--- config.mk ---
export PLATFORM = sky130hd
export DESIGN_NAME = lsu_bus_bridge
export DESIGN_NICKNAME = d
export VERILOG_FILES = /design/src/rtl/lsu_bus_bridge.sv
export SDC_FILE = /design/constraint.sdc
export NUM_CORES = 1
export LEC_CHECK = 0
export ABC_AREA = 1
export ABC_CLOCK_PERIOD_IN_PS = 6300
export CAP_MARGIN = 20
export CELL_PAD_IN_SITES_DETAIL_PLACEMENT = 1
export CELL_PAD_IN_SITES_GLOBAL_PLACEMENT = 1
export CORE_UTILIZATION = 34
export CTS_CLUSTER_DIAMETER = 30
export DETAILED_ROUTE_END_ITERATION = 6
export HOLD_SLACK_MARGIN = 0.15
export MAX_ROUTING_LAYER = met4
export PLACE_DENSITY = 0.95
export SYNTH_ARGS = -nofsm -noshare
export SYNTH_HDL_FRONTEND = slang
export SYNTH_SLANG_ARGS = --single-unit
--- constraint.sdc ---
create_clock -name clk -period 6.3 [get_ports clk]
set_clock_uncertainty 0.2 [all_clocks]
set_input_delay 1.26 -clock clk [delete_from_list [all_inputs] [get_ports clk]]
set_output_delay 1.26 -clock clk [all_outputs]
set_load 0.01 [all_outputs]
--- src/rtl/lsu_bus_bridge.sv ---
// lsu_bus_bridge: core-side load/store bridge to a big-endian external data bus.
// Takes one little-endian, right-aligned byte/half/word access at a time, turns it
// into a word-aligned bus beat with byte enables, and formats load data on return.
// Optional build macro: LSU_BUS_TIMEOUT_EN adds an abort counter on REQ/WAIT.
module lsu_bus_bridge #(
   parameter int XLEN           = 32,
   parameter int TIMEOUT_CYCLES = 255
) (
   input  logic            clk,
   input  logic            rst,
   input  logic            req_valid,
   output logic            req_ready,
   input  logic            req_we,
   input  logic [1:0]      req_size,
   input  logic            req_unsigned,
   input  logic [XLEN-1:0] req_addr,
   input  logic [XLEN-1:0] req_wdata,
   output logic            resp_valid,
   output logic [XLEN-1:0] resp_rdata,
   output logic            resp_err,
   output logic            bus_valid,
   input  logic            bus_ready,
   output logic            bus_we,
   output logic [XLEN-1:0] bus_addr,
   output logic [3:0]      bus_be,
   output logic [XLEN-1:0] bus_wdata,
   input  logic            bus_rvalid,
   input  logic [XLEN-1:0] bus_rdata,
   input  logic            bus_err
);

   typedef enum logic [1:0] {S_IDLE, S_REQ, S_WAIT, S_RESP} state_t;

   state_t            state_q, state_d;
   logic              we_q, we_d;
   logic [1:0]        size_q, size_d;
   logic              unsigned_q, unsigned_d;
   logic [XLEN-1:0]   addr_q, addr_d;
   logic [3:0]        be_q, be_d;
   logic [XLEN-1:0]   wdata_q, wdata_d;
   logic              err_q, err_d;
   logic [XLEN-1:0]   rdata_q, rdata_d;

   logic              req_illegal;
   logic [3:0]        le_mask;
   logic [3:0]        lane_mask;
   logic [XLEN-1:0]   le_wdata;
   logic [3:0]        store_be;
   logic [XLEN-1:0]   store_wdata;
   logic [XLEN-1:0]   load_le;
   logic [XLEN-1:0]   load_data;

   // Lane k of the little-endian view sits at the big-endian position 3-k.
   function automatic logic [31:0] swap_bytes(input logic [31:0] v);
      return {v[7:0], v[15:8], v[23:16], v[31:24]};
   endfunction

`ifdef LSU_BUS_TIMEOUT_EN
   localparam int CNT_W = ($clog2(TIMEOUT_CYCLES) > 8) ? $clog2(TIMEOUT_CYCLES) : 8;
   localparam logic [CNT_W-1:0] CNT_LAST = CNT_W'(TIMEOUT_CYCLES - 1);
   logic [CNT_W-1:0] cnt_q, cnt_d;
`else
   logic unused_timeout;
   assign unused_timeout = (TIMEOUT_CYCLES != 0);
`endif

   // Decode the incoming request: legality, byte enables and store lane data.
   always_comb begin
      req_illegal = 1'b0;
      le_mask     = 4'b1111;
      le_wdata    = req_wdata;
      case (req_size)
         2'b00: begin
            le_mask  = 4'b0001;
            le_wdata = {24'b0, req_wdata[7:0]};
         end
         2'b01: begin
            le_mask     = 4'b0011;
            le_wdata    = {16'b0, req_wdata[15:0]};
            req_illegal = req_addr[0];
         end
         2'b10: begin
            req_illegal = (req_addr[1:0] != 2'b00);
         end
         default: begin
            req_illegal = 1'b1;
         end
      endcase
      lane_mask   = le_mask << req_addr[1:0];
      store_be    = {lane_mask[0], lane_mask[1], lane_mask[2], lane_mask[3]};
      store_wdata = swap_bytes(le_wdata << {req_addr[1:0], 3'b000});
   end

   // Pull the addressed bytes out of the big-endian read word and extend them.
   always_comb begin
      load_le = swap_bytes(bus_rdata) >> {addr_q[1:0], 3'b000};
      case (size_q)
         2'b00:   load_data = {{24{~unsigned_q & load_le[7]}}, load_le[7:0]};
         2'b01:   load_data = {{16{~unsigned_q & load_le[15]}}, load_le[15:0]};
         default: load_data = load_le;
      endcase
   end

   // Next-state logic: capture in IDLE, handshake in REQ, collect in WAIT, pulse in RESP.
   always_comb begin
      state_d    = state_q;
      we_d       = we_q;
      size_d     = size_q;
      unsigned_d = unsigned_q;
      addr_d     = addr_q;
      be_d       = be_q;
      wdata_d    = wdata_q;
      err_d      = err_q;
      rdata_d    = rdata_q;
`ifdef LSU_BUS_TIMEOUT_EN
      cnt_d      = cnt_q;
`endif
      case (state_q)
         S_IDLE: begin
            if (req_valid) begin
               we_d       = req_we;
               size_d     = req_size;
               unsigned_d = req_unsigned;
               addr_d     = req_addr;
               be_d       = store_be;
               wdata_d    = req_we ? store_wdata : '0;
               err_d      = req_illegal;
               rdata_d    = '0;
               state_d    = req_illegal ? S_RESP : S_REQ;
`ifdef LSU_BUS_TIMEOUT_EN
               cnt_d      = '0;
`endif
            end
         end
         S_REQ: begin
            if (bus_ready) begin
               state_d = S_WAIT;
            end
         end
         S_WAIT: begin
            if (bus_rvalid) begin
               err_d   = bus_err;
               rdata_d = (we_q || bus_err) ? '0 : load_data;
               state_d = S_RESP;
            end
         end
         default: begin
            state_d = S_IDLE;
         end
      endcase
`ifdef LSU_BUS_TIMEOUT_EN
      if (state_q == S_REQ || state_q == S_WAIT) begin
         cnt_d = cnt_q + 1'b1;
         if (cnt_q == CNT_LAST && !(state_q == S_WAIT && bus_rvalid)) begin
            err_d   = 1'b1;
            rdata_d = '0;
            state_d = S_RESP;
         end
      end
`endif
   end

   // State and request registers; reset abandons any access in flight.
   always_ff @(posedge clk or posedge rst) begin
      if (rst) begin
         state_q    <= S_IDLE;
         we_q       <= 1'b0;
         size_q     <= 2'b00;
         unsigned_q <= 1'b0;
         addr_q     <= '0;
         be_q       <= 4'b0000;
         wdata_q    <= '0;
         err_q      <= 1'b0;
         rdata_q    <= '0;
`ifdef LSU_BUS_TIMEOUT_EN
         cnt_q      <= '0;
`endif
      end else begin
         state_q    <= state_d;
         we_q       <= we_d;
         size_q     <= size_d;
         unsigned_q <= unsigned_d;
         addr_q     <= addr_d;
         be_q       <= be_d;
         wdata_q    <= wdata_d;
         err_q      <= err_d;
         rdata_q    <= rdata_d;
`ifdef LSU_BUS_TIMEOUT_EN
         cnt_q      <= cnt_d;
`endif
      end
   end

   assign req_ready  = (state_q == S_IDLE);
   assign bus_valid  = (state_q == S_REQ);
   assign bus_we     = we_q;
   assign bus_addr   = {addr_q[XLEN-1:2], 2'b00};
   assign bus_be     = be_q;
   assign bus_wdata  = wdata_q;
   assign resp_valid = (state_q == S_RESP);
   assign resp_err   = (state_q == S_RESP) & err_q;
   assign resp_rdata = (state_q == S_RESP) ? rdata_q : '0;

endmodule
==> results.sh <==
export IMPL_postSynthRegisterBits=107
export IMPL_htree_levels=3
export IMPL_cts_root_buffer="clkbuf_16"
export IMPL_hold_path_class="flop to flop"
export IMPL_pwr_density_cell_mw_per_mm2=416
export IMPL_cp_arrival_ns=2.06
export IMPL_synth_ff_type="dfrtp_1"
export IMPL_place_congestion=0.902
export IMPL_finalPower_w=0.00339
export IMPL_wl_um=20400
export IMPL_max_cap_violations=0
export IMPL_via_count_of_the_first_global_routing_pass=6235
export IMPL_numCtsBuffers=9
export IMPL_max_clock_freq_mhz=284
export IMPL_critPathRequiredTime_ns=4.84
export IMPL_critical_path_endpoint_type="primary output"
export IMPL_wirelength_per_cell_um=17.1
export IMPL_initial_core_utilization_pct=35.1
export IMPL_synth_cell_type_count=28
export IMPL_postCtsResizedCells=0
export IMPL_seq_area_frac_synth_pct=45.6
export IMPL_route_detailed_drc=0
export IMPL_fin_hold_ws_ns=0.282
export IMPL_status="finished clean"
export IMPL_fin_nets=1080
export IMPL_placed_cells_incl_taps=1178
export IMPL_post_cts_setup_buffer_count=0
export IMPL_drtIter0Drc=311
export IMPL_detail_route_antenna_nets=0
export IMPL_final_setup_viol_count=0
export IMPL_yosys_warnings=0
export IMPL_max_slew_worst_pin_slew_ns=0.876
export IMPL_n_antenna_cell=0
export IMPL_synth_top_area_share_pct=45.6
export IMPL_clock_path_buffers=2
export IMPL_syn_area_mm2=0.00587
export IMPL_placementRows=47
export IMPL_grt_antenna_before_repair=0
export IMPL_finalCritPeriodShare_pct=55.8
export IMPL_number_of_hold_buffers_added_after_cts=0
export IMPL_timing_max_slew_rel_slack_pct=41.6
export IMPL_postSynthCellCount=819
export IMPL_area_of_combinational_cells_with_multiple_inputs_mm2=0.00251
export IMPL_ff_latch_area_mm2=0.00268
export IMPL_async_flop_share_pct=100
export IMPL_clock_sink_count=107
export IMPL_synthToLayoutAreaGrowth_pct=38.6
export IMPL_dp_hpwl_um=15000
export IMPL_clk_latency_ns=0.35
export IMPL_crit_path_category="flop to primary output"
export IMPL_overflow=0
export IMPL_grt_start_max_net_pins=78
export IMPL_setup_tns_final_ns=0
export IMPL_synth_enable_flop_cells=0
export IMPL_die_area_mm2=0.0178
export IMPL_period_needed_ns=3.52
export IMPL_synthTopCellsByArea="dfrtp_1, nand2_1, buf_4"
export IMPL_tritoncts="built"
export IMPL_via_count=5906
export IMPL_rsz0062_at_grt="no"
export IMPL_floorplan_die_height_um=133
export IMPL_grt_first_pass_wirelength_um=32400
export IMPL_crit_path_max_fanout=36
export IMPL_post_synth_cell_area_avg_um2=7.17
export IMPL_synthMostInstantiatedCell="nand2_1"
export IMPL_n_fill_cell=2088
export IMPL_peakVddDrop_mv=0.201
export IMPL_drt_vias_per_instance=4.94
export IMPL_track_usage_pct=24.1
export IMPL_detail_route_first_pass_iterations=4
export IMPL_core_area_mm2=0.0167
export IMPL_placement_io_buffers=208
export IMPL_final_max_slew_viol_count=0
export IMPL_clk_transition_reported_paths_ns=0.08
export IMPL_layoutNonFillerInstCount=1195
export IMPL_floorplan_die_width_um=133
export IMPL_post_route_cells_drive_above_1_share_pct=4.10
export IMPL_number_of_placed_i_o_pins=211
export IMPL_final_hold_violation_count=0
export IMPL_power_leakage_nw=4.21
export IMPL_synth_top_cell_by_area="dfrtp_1"
export IMPL_startpoint_type="flop"
export IMPL_synth_top_cells_by_count="nand2_1, dfrtp_1, inv_1, o21ai_0, nand3_1"
## metal layers
layer	global-route usage (%)	up-vias	wire length, um
li1	-	2798	-
met1	27.3	2887	8300
met2	42.2	188	10600
met3	5.06	33	1220
met4	7.95	0	361
met5	-	-	0
## flip-flops by register name (all words and copies together) (netlist names)
| name | flops |
|---|---|
| addr_q | 32 |
| bus_wdata | 32 |
| rdata_q | 32 |
| bus_be | 4 |
| size_q | 2 |
| state_q | 2 |
| bus_we | 1 |
| err_q | 1 |
| unsigned_q | 1 |
## critical path, stage by stage (launching register included)
cell	delay [ns]
dfrtp_1	0.41
ha_1	0.17
buf_4	0.36
nand2_1	0.12
inv_1	0.08
clkdlybuf4s50_1	0.54
## layout by cell type, fill, tap and decap left out, drive strengths merged
cell type      netlist  routed
clkinv               1       4
clkdlybuf4s50        0     208
dfrtp              107     107
o31ai                1       1
o21ai               72      72
nor2                30      30
a21boi               8       8
bufinv               0       1
conb                 1       2
clkbuf              19      10
nand3               45      45
inv                 62      64
nand2              395     395
a22oi                8       8
buf                 54       4
a21oi               12      12
ha                   4       4
## stage by stage
stage          util, %  setup slack (ns)  cell area [um2]
3_3_place_gp      46.7              2.91             7810
4_1_cts           48.6              2.76             8120
6_report          48.7              2.78             8140
3_5_place_dp      46.7              2.83             7810
5_1_grt           48.7              2.68             8140
2_1_floorplan        -              2.02             5870
## where the power goes
group	leakage (nW)	internal (W)	switching (W)
Combinational	2.65	0.000696	0.000914
Sequential	1.40	0.000957	0.000216
Clock	0.155	0.000325	0.000279
## cells by family after synthesis
group	count (synthesis)	share of synthesized area [%]
and+or+nand+nor	470	32.4
buffers and inverters	136	11.7
DFF	107	45.6
AOI/OAI and AO/OA	101	9.34
adders and majority gates	4	0.853
other	1	0.0639
## worst paths after layout
| check | from | endpoint | slack (ns) | depth (start not counted) |
|---|---|---|---|---|
| worst max-delay path | state_q[1] | resp_rdata[23] | 2.78 | 5 |
| worst min-delay path | bus_be[3] | bus_be[3] | 0.28 | 2 |
| worst max register to register | addr_q[0] | rdata_q[17] | 3.73 | 7 |
| worst min register to register | bus_be[3] | bus_be[3] | 0.28 | 2 |
| max in group asynchronous | rst | addr_q[15] | 3.57 | 3 |
| min in group asynchronous | rst | rdata_q[20] | 1.24 | 2 |
## layout make-up
| type | count | area share (%) |
|---|---|---|
| Sequential cell | 107 | 32.9 |
| Multi-Input combinational cell | 577 | 30.8 |
| Timing Repair Buffer | 212 | 26.1 |
| Tap cell | 220 | 3.38 |
| Inverter | 63 | 2.97 |
| Clock buffer | 10 | 2.94 |
| Clock inverter | 6 | 0.892 |
(Power assumes the default switching activity.)
